==> src/rtl/maxpool2x2_stream_if.sv <==
// Streaming handshake bundle for maxpool2x2_stream: pixel input side and pooled
// output side. The DUT takes the slave view, the traffic source/sink the master view.
interface maxpool2x2_stream_if #(
    parameter int DATA_WIDTH = 16
);
    logic                  in_valid;
    logic                  in_ready;
    logic [DATA_WIDTH-1:0] in_data;
    logic                  out_valid;
    logic                  out_ready;
    logic [DATA_WIDTH-1:0] out_data;
    logic                  out_last;

    modport slave (
        input  in_valid, in_data, out_ready,
        output in_ready, out_valid, out_data, out_last
    );

    modport master (
        output in_valid, in_data, out_ready,
        input  in_ready, out_valid, out_data, out_last
    );
endinterface

==> src/rtl/maxpool2x2_stream.sv <==
// Streaming 2x2 / stride-2 FP16 max-pool over one raster-order plane, one row of
// horizontal-pair storage. Optional fused ReLU on the pooled value: MAXPOOL_RELU_EN.
module maxpool2x2_stream #(
    parameter int DATA_WIDTH = 16,
    parameter int IMG_W      = 8,
    parameter int IMG_H      = 8,
    parameter int CNT_W      = 12
) (
    input  logic                 clk,
    input  logic                 rst_n,
    maxpool2x2_stream_if.slave   s
);
    localparam int LB_DEPTH = IMG_W / 2;
    localparam int IDX_W    = (LB_DEPTH > 1) ? $clog2(LB_DEPTH) : 1;

    typedef logic [DATA_WIDTH-1:0] data_t;

    // Sign-magnitude ordering on raw bits; NaN/Inf get no special treatment.
    function automatic data_t fp_max(input data_t a, input data_t b);
        if (a[DATA_WIDTH-1] != b[DATA_WIDTH-1])
            return a[DATA_WIDTH-1] ? b : a;
        else if (!a[DATA_WIDTH-1])
            return (a > b) ? a : b;
        else
            return (a < b) ? a : b;
    endfunction

    logic [CNT_W-1:0] col_q, col_d;
    logic [CNT_W-1:0] row_q, row_d;
    data_t            pair_q, pair_d;
    logic             ready_q;
    logic             out_valid_q, out_valid_d;
    data_t            out_data_q, out_data_d;
    logic             out_last_q, out_last_d;

    data_t            lb_q [LB_DEPTH];
    logic             lb_we;
    logic [IDX_W-1:0] lb_idx;
    data_t            hmax;
    data_t            pooled;
    logic             accept;

    assign s.in_ready  = ready_q && (!out_valid_q || s.out_ready);
    assign s.out_valid = out_valid_q;
    assign s.out_data  = out_data_q;
    assign s.out_last  = out_last_q;

    assign accept = s.in_valid && s.in_ready;
    assign lb_idx = IDX_W'(col_q >> 1);

    // NOTE: every variable gets a default at the top of always_comb so no path
    // leaves one unassigned, which would otherwise infer a latch.
    always_comb begin
        col_d       = col_q;
        row_d       = row_q;
        pair_d      = pair_q;
        out_valid_d = out_valid_q;
        out_data_d  = out_data_q;
        out_last_d  = out_last_q;
        lb_we       = 1'b0;

        hmax   = fp_max(pair_q, s.in_data);
        pooled = fp_max(lb_q[lb_idx], hmax);
`ifdef MAXPOOL_RELU_EN
        if (pooled[DATA_WIDTH-1]) pooled = '0;
`endif

        if (out_valid_q && s.out_ready) begin
            out_valid_d = 1'b0;
            out_data_d  = '0;
            out_last_d  = 1'b0;
        end

        if (accept) begin
            if (!col_q[0]) begin
                pair_d = s.in_data;
            end else if (!row_q[0]) begin
                lb_we = 1'b1;
            end else begin
                // in_ready guarantees the previous result is gone or leaving now.
                out_valid_d = 1'b1;
                out_data_d  = pooled;
                out_last_d  = (row_q == CNT_W'(IMG_H - 1)) && (col_q == CNT_W'(IMG_W - 1));
            end

            if (col_q == CNT_W'(IMG_W - 1)) begin
                col_d = '0;
                row_d = (row_q == CNT_W'(IMG_H - 1)) ? '0 : row_q + 1'b1;
            end else begin
                col_d = col_q + 1'b1;
            end
        end
    end

    // NOTE: state registers use non-blocking assignments so every flop samples
    // pre-edge values regardless of the order blocks are evaluated in.
    always_ff @(posedge clk or negedge rst_n) begin
        if (!rst_n) begin
            col_q       <= '0;
            row_q       <= '0;
            pair_q      <= '0;
            ready_q     <= 1'b0;
            out_valid_q <= 1'b0;
            out_data_q  <= '0;
            out_last_q  <= 1'b0;
        end else begin
            col_q       <= col_d;
            row_q       <= row_d;
            pair_q      <= pair_d;
            ready_q     <= 1'b1;
            out_valid_q <= out_valid_d;
            out_data_q  <= out_data_d;
            out_last_q  <= out_last_d;
        end
    end

    // NOTE: the line buffer is deliberately not reset; every entry is written by
    // an even row before an odd row reads it, so its power-up contents never matter.
    always_ff @(posedge clk) begin
        if (lb_we) lb_q[lb_idx] <= hmax;
    end
endmodule

==> src/flat_wrapper.sv <==
// flat-port wrapper written by rule: the top's interface ports become plain ports
module maxpool2x2_stream_flat 
#(
    parameter int DATA_WIDTH = 16,
    parameter int IMG_W      = 8,
    parameter int IMG_H      = 8,
    parameter int CNT_W      = 12
)
  (clk, rst_n, s_in_valid, s_in_data, s_out_ready, s_in_ready, s_out_valid, s_out_data, s_out_last);
  maxpool2x2_stream_if #(.DATA_WIDTH(DATA_WIDTH)) s_i ();
  input  logic clk;
  input  logic rst_n;
  input wire logic [$bits(s_i.in_valid)-1:0] s_in_valid;
  input wire logic [$bits(s_i.in_data)-1:0] s_in_data;
  input wire logic [$bits(s_i.out_ready)-1:0] s_out_ready;
  output wire logic [$bits(s_i.in_ready)-1:0] s_in_ready;
  output wire logic [$bits(s_i.out_valid)-1:0] s_out_valid;
  output wire logic [$bits(s_i.out_data)-1:0] s_out_data;
  output wire logic [$bits(s_i.out_last)-1:0] s_out_last;
  assign s_i.in_valid = s_in_valid;
  assign s_i.in_data = s_in_data;
  assign s_i.out_ready = s_out_ready;
  assign s_in_ready = s_i.in_ready;
  assign s_out_valid = s_i.out_valid;
  assign s_out_data = s_i.out_data;
  assign s_out_last = s_i.out_last;
  maxpool2x2_stream #(.DATA_WIDTH(DATA_WIDTH), .IMG_W(IMG_W), .IMG_H(IMG_H), .CNT_W(CNT_W)) u_core (.clk(clk), .rst_n(rst_n), .s(s_i));
endmodule
==> config.mk <==
export PLATFORM = sky130hd
export DESIGN_NAME = maxpool2x2_stream_flat
export DESIGN_NICKNAME = d
export VERILOG_FILES = /design/src/rtl/maxpool2x2_stream_if.sv /design/src/rtl/maxpool2x2_stream.sv /design/src/flat_wrapper.sv
export SDC_FILE = /design/constraint.sdc
export NUM_CORES = 1
export LEC_CHECK = 0
export CAP_MARGIN = 20
export CORE_MARGIN = 1.5
export CORE_UTILIZATION = 60
export CTS_CLUSTER_DIAMETER = 40
export DETAILED_ROUTE_END_ITERATION = 12
export PLACE_DENSITY = 0.88
export SLEW_MARGIN = 40
export SYNTH_ARGS = -nofsm -noshare
export SYNTH_HDL_FRONTEND = slang
export SYNTH_SLANG_ARGS = --single-unit
==> constraint.sdc <==
create_clock -name clk -period 5.3 [get_ports clk]
set_input_delay 0.53 -clock clk [delete_from_list [all_inputs] [get_ports clk]]
set_output_delay 0.53 -clock clk [all_outputs]
set_load 0.01 [all_outputs]
# After elaboration in Yosys (flattened, before gate mapping)
# Memories as Yosys holds them, arrays and structs flattened.
# Index checks and enable logic that the tools add are counted.
[totals] elab_cells=56 output_inout_bits=19 ram_bits=64 memories=1 reg_bits=59 inputBits=20
[mem_list] name="u_core.lb_q" words=4 word_bits=16 rd=1 rd_ports_with_merged_regs=0 write_ports=1 line_no="maxpool2x2_stream.sv:36" rtl="data_t lb_q [LB_DEPTH];"
[op_classes] n_lt_le_gt_ge=4 bitwise=1 n_mux=29 eq_ne=4 add_sub_neg=2 reduce_logical=8
[ops] operator="16-bit 2-to-1 mux" n=14
[ops] operator="16-bit > comparator" n=2
[ops] operator="16-bit less-than comparator" n=2
[ops] operator="12-bit by 1-bit adder with 12-bit output, second input constant" n=2
[ops] operator="12-bit by 3-bit == test with 1-bit output, second input constant" n=2
[ops] operator="12-bit 2-to-1 mux" n=2
[ops] operator="1-bit 2-to-1 mux" n=13
[ops] operator="1-bit logical AND" n=4
[ops] operator="2-bit AND reduction" n=2
[ops] operator="1-bit != test" n=2
[ops] operator="1-bit zero test" n=1
[ops] operator="1-bit logical OR" n=1
[ops] operator="1-bit inverter" n=1

# Depth between registers and ports, before layout
# Gate-level depths: netlist of the first run.
[depth] depth_word=11 depth_mapped=20 mapped_depth_nobuf=17

# Worst setup path after synthesis of the first run
# OpenSTA, ideal clock, no wires.
[synth_path] kind="input-to-reg" start="in s_in_data[15]" end="reg u_core.out_data_q[9], in the netlist u_core.s.out_data[9]" cell_stages=18 required_time_ps=5163 arrival_time_ps=4360 setup_ps=137 slack_ps=803 n_path_buf=3 path_cell_list="inv_1 -> ha_1 -> nand4_2 -> or4_1 -> buf_2 -> and4_1 -> a311o_1 -> inv_2 -> ha_1 -> a211oi_1 -> o21ai_0 -> a32o_1 -> or4b_1 -> nand4b_1 -> and2_0 -> buf_2 -> buf_4 -> o31ai_1"
[synth_between] elab_chain_len=11 word_cells_on_any_way=19 classes_between="order compare (4); eq/ne (2); mux (13)"
[synth_rtl] element="from (decl)" line_no="flat_wrapper.sv:14" rtl="input wire logic [$bits(s_i.in_data)-1:0] s_in_data;"
[synth_rtl] element="16-bit > comparator / 16-bit less-than comparator (equally long branches)" line_no="maxpool2x2_stream.sv:23, maxpool2x2_stream.sv:25"
[synth_rtl] element="16-bit 2-to-1 mux, on equally long branches" line_no="maxpool2x2_stream.sv:23, maxpool2x2_stream.sv:25"
[synth_rtl] element="16-bit 2-to-1 mux" line_no="maxpool2x2_stream.sv:22" rtl="else if (!a[DATA_WIDTH-1])"
[synth_rtl] element="16-bit 2-to-1 mux (*)" line_no="maxpool2x2_stream.sv:20" rtl="if (a[DATA_WIDTH-1] != b[DATA_WIDTH-1])"
[synth_rtl] element="via u_core.hmax[13]" line_no="maxpool2x2_stream.sv:39" rtl="data_t hmax;"
[synth_rtl] element="16-bit > comparator / 16-bit less-than comparator (equally long branches)" line_no="maxpool2x2_stream.sv:23, maxpool2x2_stream.sv:25"
[synth_rtl] element="16-bit 2-to-1 mux, on equally long branches" line_no="maxpool2x2_stream.sv:23, maxpool2x2_stream.sv:25"
[synth_rtl] element="16-bit 2-to-1 mux (*)" line_no="maxpool2x2_stream.sv:22"
[synth_rtl] element="16-bit 2-to-1 mux (*)" line_no="maxpool2x2_stream.sv:20"
[synth_rtl] element="16-bit 2-to-1 mux (*)" line_no="maxpool2x2_stream.sv:77" rtl="end else if (!row_q[0]) begin"
[synth_rtl] element="16-bit 2-to-1 mux (*)" line_no="maxpool2x2_stream.sv:75" rtl="if (!col_q[0]) begin"
[synth_rtl] element="16-bit 2-to-1 mux (*)" line_no="maxpool2x2_stream.sv:74" rtl="if (accept) begin"
[synth_rtl] element="via u_core.out_data_d[9]" line_no="maxpool2x2_stream.sv:33" rtl="data_t out_data_q, out_data_d;"
[synth_rtl] element="to (signal assigned)" line_no="maxpool2x2_stream.sv:112" rtl="out_data_q <= out_data_d;"
[synth_rtl] element="to (decl)" line_no="maxpool2x2_stream.sv:33"
# The timed path passes the listed nets; every way through them passes the cells marked *.
# A chain may end at the register's enable or synchronous reset.

# Worst setup path after layout of the first run
[layout_path] start="in s_in_data[10]" end="reg u_core.out_data_q[12], in the netlist u_core.s.out_data[12]"
[layout_between] elab_chain_len=11 word_cells_on_any_way=18 classes_between="order compare (4); eq/ne (1); mux (13)"
[layout_rtl] element="16-bit > comparator / 16-bit less-than comparator (equally long branches)" line_no="maxpool2x2_stream.sv:23, maxpool2x2_stream.sv:25"
[layout_rtl] element="16-bit 2-to-1 mux, on equally long branches" line_no="maxpool2x2_stream.sv:23, maxpool2x2_stream.sv:25"
[layout_rtl] element="16-bit 2-to-1 mux" line_no="maxpool2x2_stream.sv:22"
[layout_rtl] element="16-bit 2-to-1 mux (*)" line_no="maxpool2x2_stream.sv:20"
[layout_rtl] element="16-bit > comparator / 16-bit less-than comparator (equally long branches)" line_no="maxpool2x2_stream.sv:23, maxpool2x2_stream.sv:25"
[layout_rtl] element="16-bit 2-to-1 mux, on equally long branches" line_no="maxpool2x2_stream.sv:23, maxpool2x2_stream.sv:25"
[layout_rtl] element="16-bit 2-to-1 mux" line_no="maxpool2x2_stream.sv:22"
[layout_rtl] element="16-bit 2-to-1 mux (*)" line_no="maxpool2x2_stream.sv:20"
[layout_rtl] element="16-bit 2-to-1 mux (*)" line_no="maxpool2x2_stream.sv:77"
[layout_rtl] element="16-bit 2-to-1 mux (*)" line_no="maxpool2x2_stream.sv:75"
[layout_rtl] element="16-bit 2-to-1 mux (*)" line_no="maxpool2x2_stream.sv:74"
[layout_rtl] element="via u_core.out_data_d[12]" line_no="maxpool2x2_stream.sv:33"
# Marks and branches as above.

==> results of run 1 <==
-- sequential cells by signal, indices dropped and copies added, names as in the netlist --
signal / flops
u_core.lb_q: 64
u_core.pair_q: 16
u_core.s.out_data: 16
u_core.col_q: 12
u_core.row_q: 12
u_core.ready_q: 1
u_core.s.out_last: 1
u_core.s.out_valid: 1
-- power breakdown --
part	switching [µW]	internal, µW
registers	198	1280
clock network	413	705
logic	1220	871
total	1830	2860
-- final timing paths --
| check | cells after the start | end | slack (ps) | from |
|---|---|---|---|---|
| max | 17 | u_core.s.out_data[12]$_DFF_PN0_ | 210 | s_in_data[10] |
| min | 2 | u_core.s.out_data[15]$_DFF_PN0_ | 90 | rst_n |
| max reg2reg | 15 | u_core.s.out_data[12]$_DFF_PN0_ | 360 | u_core.pair_q[11]$_DFFE_PN0P_ |
| min reg2reg | 1 | u_core.col_q[6]$_DFFE_PN0P_ | 490 | u_core.col_q[6]$_DFFE_PN0P_ |
| max in group asynchronous | 2 | u_core.col_q[2]$_DFFE_PN0P_ | 4800 | rst_n |
| min in group clk | 1 | u_core.col_q[6]$_DFFE_PN0P_ | 490 | u_core.col_q[6]$_DFFE_PN0P_ |
-- layout make-up --
type | instances | area, µm²
multi-input combinational | 375 | 2940
clock inverter | 10 | 116
inverter | 38 | 143
fill | 730 | 2940
timing repair buffer | 63 | 567
sequential | 123 | 3400
tap | 140 | 175
clock buffer | 22 | 463
-- cells by family after synthesis --
kind of cell | Yosys count | synth area share
adders and majority gates | 36 | 0.0686
AOI/OAI and AO/OA | 127 | 0.143
other | 1 | 0.000571
DFF | 123 | 0.518
muxes | 27 | 0.0719
xor gates and xnor gates | 18 | 0.0240
and+or+nand+nor | 166 | 0.134
buffers and inverters | 66 | 0.0404
-- cells in the mapped netlist (7+ instances only) --
cell type and instances:
mux2i_1 10, nor2_1 21, nand4_1 13, and3_1 25
nand3_1 12, xnor2_1 10, a31oi_1 8, o21ai_0 26
xor2_1 8, inv_1 37, a311o_1 8, dfrtp_1 59
nor4_1 7, ha_1 36, edfxtp_1 64, clkbuf_1 19
o31ai_1 15, a41oi_1 15, o32ai_1 8, nand2_1 56
a21oi_1 16, mux4_2 16
-- metrics by stage --
stage | total power [µW] | worst slack, ps | std cells | cell area (µm²) | TNS (ps)
6_report | 4690 | 208 | 771 | 7800 | 0
5_1_grt | 4930 | 3.03 | 771 | 7800 | 0
4_1_cts | 4650 | 385 | 768 | 7780 | 0
3_5_place_dp | 3500 | -112 | 736 | 7200 | -1280
3_3_place_gp | 3370 | 32.0 | 736 | 7180 | 0
2_1_floorplan | 2780 | 803 | 564 | 6570 | 0
-- routing by layer --
metal | vias to the layer above | global-route usage | wire, µm | part of all wire
met4 | 0 | 0.110 | 310 | 0.019
met1 | 2560 | 0.389 | 6560 | 0.40
li1 | 2299 | - | - | -
met3 | 40 | 0.0793 | 1300 | 0.078
met5 | - | 0 | 0 | 0
met2 | 301 | 0.506 | 8410 | 0.51
-- worst register-to-register path, delay by kind of cell, from the launching register on --
family / cells / cell delay, ps
AOI/OAI and AO/OA: 5 / 1250
adders and majority gates: 2 / 680
buffers and inverters: 1 / 190
DFF: 1 / 420
and+or+nand+nor: 7 / 2300
==> results.sh, run 1 <==
export IMPL_layout_common_cells="edfxtp_1 (64), dfrtp_1 (58), nand2_1 (56)"
export IMPL_post_synth_main_area_contributors="edfxtp_1 (29%), dfrtp_1 (22%), ha_1 (6.9%)"
export IMPL_drt_vias_per_instance=6.74
export IMPL_remaining_drc_errors=0
export IMPL_design_core_area_um2=10700
export IMPL_synth_avg_cell_area_um2=11.6
export IMPL_total_via_count_after_detailed_routing=5200
export IMPL_floorplan_initialDensity=0.611
export IMPL_worstSetupStartpointType="primary input"
export IMPL_setup_worst_path_class="in2reg"
export IMPL_synth_top_flop_cell="edfxtp_1"
export IMPL_worstPathBufferInverterCount=3
export IMPL_slowest_stage="or4_1"
export IMPL_initialDrtViolationCount=428
export IMPL_syn_to_final_growth_pct=18.9
export IMPL_cell_seen_most_often_among_critical_path_stages="ha_1"
export IMPL_yosysWarningCount=0
export IMPL_cts_path_max_buffers=2
export IMPL_vdd_ir_drop_max_uv=293
export IMPL_ios=39
export IMPL_reg_clk_slew_reported_paths_ps=60
export IMPL_dpl_hpwl_um=11100
export IMPL_global_route_usage_total=0.305
export IMPL_fmax_ghz=0.196
export IMPL_tritoncts="built"
export IMPL_io_buffers=38
export IMPL_chipWidth_um=108
export IMPL_async_flop_share=0.480
export IMPL_die_area_um2=11600
export IMPL_grt_max_degree=60
export IMPL_cts_repair_timing_setup_buffer_count=0
export IMPL_detailedRoute_firstPassIterationCount=5
export IMPL_leakagePower_uw=0.00321
export IMPL_slew_violations=0
export IMPL_hold_viol=0
export IMPL_period_needed_ps=5090
export IMPL_cts_resized=0
export IMPL_run_status="completed"
export IMPL_route_final_wire_length_um=16600
export IMPL_power_per_cell_area_nw_per_um2=600
export IMPL_drv_cap=0
export IMPL_netlist_instances=564
export IMPL_number_of_global_route_vias_before_repair=5171
export IMPL_globalRoute_totalOverflow=0
export IMPL_layout_drive_gt1_share=0.141
export IMPL_clock_skew_final_ps=10.2
export IMPL_mappedNetlistArea_um2=6570
export IMPL_layout_cells_most_common="edfxtp_1"
export IMPL_number_of_enable_type_register_cells_in_the_synthesized_netlist=64
export IMPL_crit_path_max_incr_delay_ps=760
export IMPL_clock_sinks=123
export IMPL_cts_max_level=4
export IMPL_layout_core_utilization=0.726
export IMPL_ant_nets=0
export IMPL_grt_setup_unrepaired="no"
export IMPL_dieHeight_um=108
export IMPL_crit_path_cell_trace="clkdlybuf4s50_1 > inv_1 > ha_1 > nand4_1 > or4_1 > nor3_4 > o32ai_1 > a31oi_1 > ha_1 > a211oi_1 > nor2_1 > or3_1 > o221ai_1 > nand4b_1 > and2_0 > buf_4 > o31ai_1"
export IMPL_antenna_diode_count=0
export IMPL_transition_time_of_the_tightest_slew_check_pin_ps=755
export IMPL_clock_root_buffer="clkbuf_8"
export IMPL_synth_yosys_seq_area_share=0.518
export IMPL_grt_first_pass_wirelength_um=26700
export IMPL_wl_per_cell_um=21.5
export IMPL_critical_path_required_ps=5720
export IMPL_synth_net_count=620
export IMPL_ys_ff_latch=123
export IMPL_netlist_area_leader_share=0.293
export IMPL_cell_accounting_for_the_most_synthesized_area="edfxtp_1"
export IMPL_gp_routability_congestion=0.920
export IMPL_antenna_found_initial=0
export IMPL_max_slew_margin=0.497
export IMPL_cp_max_fo=10
export IMPL_critPathCaptureType="flop"
export IMPL_share_of_the_clock_period_used_by_the_worst_path_after_layout=0.961
export IMPL_post_cts_hold_buffer_count=0
export IMPL_setup_viol_count_final=0
export IMPL_floorplan_row_count=38
export IMPL_cpLargestDelayFamily="simple AND/OR/NAND/NOR gates"
export IMPL_hold_path_class="in2async"
export IMPL_numCtsBuffers=17
export IMPL_fin_nets=674
export IMPL_worst_endpoint_arrival_ps=5510
export IMPL_fin_worst_hold_slack_ps=90.3
export IMPL_number_of_distinct_library_cells_after_synthesis=61
export IMPL_insertion_delay_ps=530
(Power assumes the default switching activity.)
==> run 2: changes to the inputs <==
- CAP_MARGIN: 20 -> default
==> results of run 2 <==
No change in the layout: final DEF, timing and power equal those of run 1.
==> run 3: changes to the inputs <==
- GPL_ROUTABILITY_DRIVEN: default -> 0
- SKIP_LAST_GASP: default -> 1
- clock period: 5.3 -> 6.1 ns (I/O delays scaled with it)
==> results.sh, run 3 (synthesis results as in run 1) <==
export IMPL_run_status="completed"
export IMPL_antenna_found_initial=0
export IMPL_critical_path_required_ps=6470
export IMPL_post_cts_hold_buffer_count=0
export IMPL_layout_cells_most_common="edfxtp_1"
export IMPL_chipWidth_um=108
export IMPL_setup_worst_path_class="in2reg"
export IMPL_numCtsBuffers=17
export IMPL_largest_register_ffs=64
export IMPL_nFillCells=724
export IMPL_crit_path_max_incr_delay_ps=540
export IMPL_share_of_the_clock_period_used_by_the_worst_path_after_layout=0.901
export IMPL_gr_max_usage_layer="met2"
export IMPL_use_met2=0.468
export IMPL_tritoncts="built"
export IMPL_clock_sinks=123
export IMPL_design_core_area_um2=10700
export IMPL_p_seq_frac=0.320
export IMPL_remaining_drc_errors=0
export IMPL_setup_viol_count_final=0
export IMPL_drt_vias_per_instance=6.68
export IMPL_wl_per_cell_um=20.4
export IMPL_total_via_count_after_detailed_routing=5067
export IMPL_fmax_ghz=0.182
export IMPL_drv_cap=0
export IMPL_layout_common_cells="edfxtp_1 (64), dfrtp_1 (59), nand2_1 (56)"
export IMPL_grt_setup_unrepaired="no"
export IMPL_syn_to_final_growth_pct=16.3
export IMPL_crit_path_cell_trace="clkdlybuf4s50_1 > inv_1 > ha_1 > nand4_2 > nor2_1 > a22oi_1 > nand3_1 > nand2_2 > a311o_1 > inv_2 > ha_1 > a211oi_1 > o21ai_0 > a32o_1 > or4b_1 > nand4b_1 > and2_0 > buf_4 > o31ai_1"
export IMPL_clock_root_buffer="clkbuf_8"
export IMPL_dpl_hpwl_um=10500
export IMPL_slowest_stage="or4b_1"
export IMPL_globalRoute_totalOverflow=0
export IMPL_cts_path_max_buffers=2
export IMPL_critPathCaptureType="flop"
export IMPL_switching_power_uw=1510
export IMPL_ios=39
export IMPL_worstPathBufferInverterCount=4
export IMPL_fin_nets=661
export IMPL_setup_tns_final_ps=0
export IMPL_share_comb_of_total_power=0.451
export IMPL_gr_usage_met3=0.0823
export IMPL_grt_first_pass_wirelength_um=25300
export IMPL_cts_repair_timing_setup_buffer_count=0
export IMPL_max_slew_margin=0.559
export IMPL_cts_max_level=4
export IMPL_power_per_cell_area_nw_per_um2=506
export IMPL_vdd_ir_drop_max_uv=297
export IMPL_number_of_global_route_vias_before_repair=4989
export IMPL_initialDrtViolationCount=519
export IMPL_cell_seen_most_often_among_critical_path_stages="ha_1"
export IMPL_clock_skew_final_ps=8.85
export IMPL_worst_endpoint_arrival_ps=5870
export IMPL_registers_top_by_ff_count="u_core.lb_q"
export IMPL_power_switching_share=0.392
export IMPL_worstSetupStartpointType="primary input"
export IMPL_fin_worst_hold_slack_ps=163
export IMPL_global_route_usage_total=0.292
export IMPL_floorplan_row_count=38
export IMPL_insertion_delay_ps=530
export IMPL_grt_max_degree=60
export IMPL_leakagePower_uw=0.00312
export IMPL_post_layout_nonfiller_instances=758
export IMPL_cp_max_fo=16
export IMPL_hold_path_class="in2async"
export IMPL_layout_drive_gt1_share=0.115
export IMPL_io_buffers=38
export IMPL_cts_resized=0
export IMPL_route_final_wire_length_um=15500
export IMPL_floorplan_initialDensity=0.611
export IMPL_slew_violations=0
export IMPL_cpLargestDelayFamily="simple AND/OR/NAND/NOR gates"
export IMPL_clock_power_share=0.229
export IMPL_place_detailed_instances=726
export IMPL_die_area_um2=11600
export IMPL_transition_time_of_the_tightest_slew_check_pin_ps=661
export IMPL_intPower_uw=2350
export IMPL_global_route_usage_met1=0.381
export IMPL_antenna_diode_count=0
export IMPL_ant_nets=0
export IMPL_reg_clk_slew_reported_paths_ps=60
export IMPL_detailedRoute_firstPassIterationCount=5
export IMPL_dieHeight_um=108
export IMPL_hold_viol=0
export IMPL_period_needed_ps=5500
run 3: cell count changes in the layout (fill, tap and decap cells not counted), sizes merged:
cell | previous run | this run
buf | 26 | 13
bufinv | 2 | 1
clkinv | 7 | 6
clkbuf | 22 | 23
clkinvlp | 1 | 2
run 3: stage by stage:
step / total power, µW / utilization / instance area (µm²) / setup slack (ps)
2_1_floorplan: 2410 / - / 6570 / 1520
3_3_place_gp: 2820 / 0.661 / 7110 / 447
3_5_place_dp: 2930 / 0.662 / 7110 / 243
4_1_cts: 3830 / 0.710 / 7630 / 789
5_1_grt: 4100 / 0.711 / 7640 / 344
6_report: 3860 / 0.711 / 7640 / 604
run 3: final timing paths:
kind,startpoint,end,slack [ps],cells past startpoint
min in group clk,u_core.col_q[11]$_DFFE_PN0P_,u_core.col_q[11]$_DFFE_PN0P_,470,1
hold reg to reg,u_core.col_q[11]$_DFFE_PN0P_,u_core.col_q[11]$_DFFE_PN0P_,470,1
hold / removal,rst_n,u_core.s.out_data[2]$_DFF_PN0_,160,2
setup / recovery,s_in_data[15],u_core.s.out_data[6]$_DFF_PN0_,600,19
max in group asynchronous,rst_n,u_core.pair_q[14]$_DFFE_PN0P_,5520,2
setup reg to reg,u_core.pair_q[15]$_DFFE_PN0P_,u_core.s.out_data[6]$_DFF_PN0_,620,18
run 3: cell type report:
cell class | count | area [µm²] | area share
clock inverters | 9 | 72.6 | 0.00950
multi-input cells | 375 | 2930 | 0.384
well taps | 140 | 175 | 0.0229
clock buffers | 23 | 447 | 0.0585
inverters | 38 | 143 | 0.0187
repair buffers | 50 | 469 | 0.0614
flip-flops and latches | 123 | 3400 | 0.445
run 3: metal layers:
| layer | share of wire | vias up |
|---|---|---|
| met4 | 0.021 | 0 |
| met5 | 0 | - |
| met1 | 0.39 | 2454 |
| li1 | - | 2269 |
| met2 | 0.49 | 309 |
| met3 | 0.094 | 35 |
run 3: worst reg2reg max path, cell delays in order, from the launching register on:
cell	delay [ps]
dfrtp_1	360
buf_4	230
ha_1	510
nand4_2	230
nor2_1	80
a22oi_1	440
nand3_1	340
nand2_2	330
a311o_1	340
inv_2	70
ha_1	330
a211oi_1	250
o21ai_0	130
a32o_1	250
or4b_1	540
nand4b_1	150
and2_0	390
buf_4	250
o31ai_1	100
run 3: power by group through the flow:
stage	Sequential, µW	Clock [µW]	Combinational, µW
4_1_cts	1230	897	1700
6_report	1240	885	1740
3_5_place_dp	1250	0	1680
3_3_place_gp	1230	0	1590
2_1_floorplan	1220	0	1190
5_1_grt	1250	937	1910
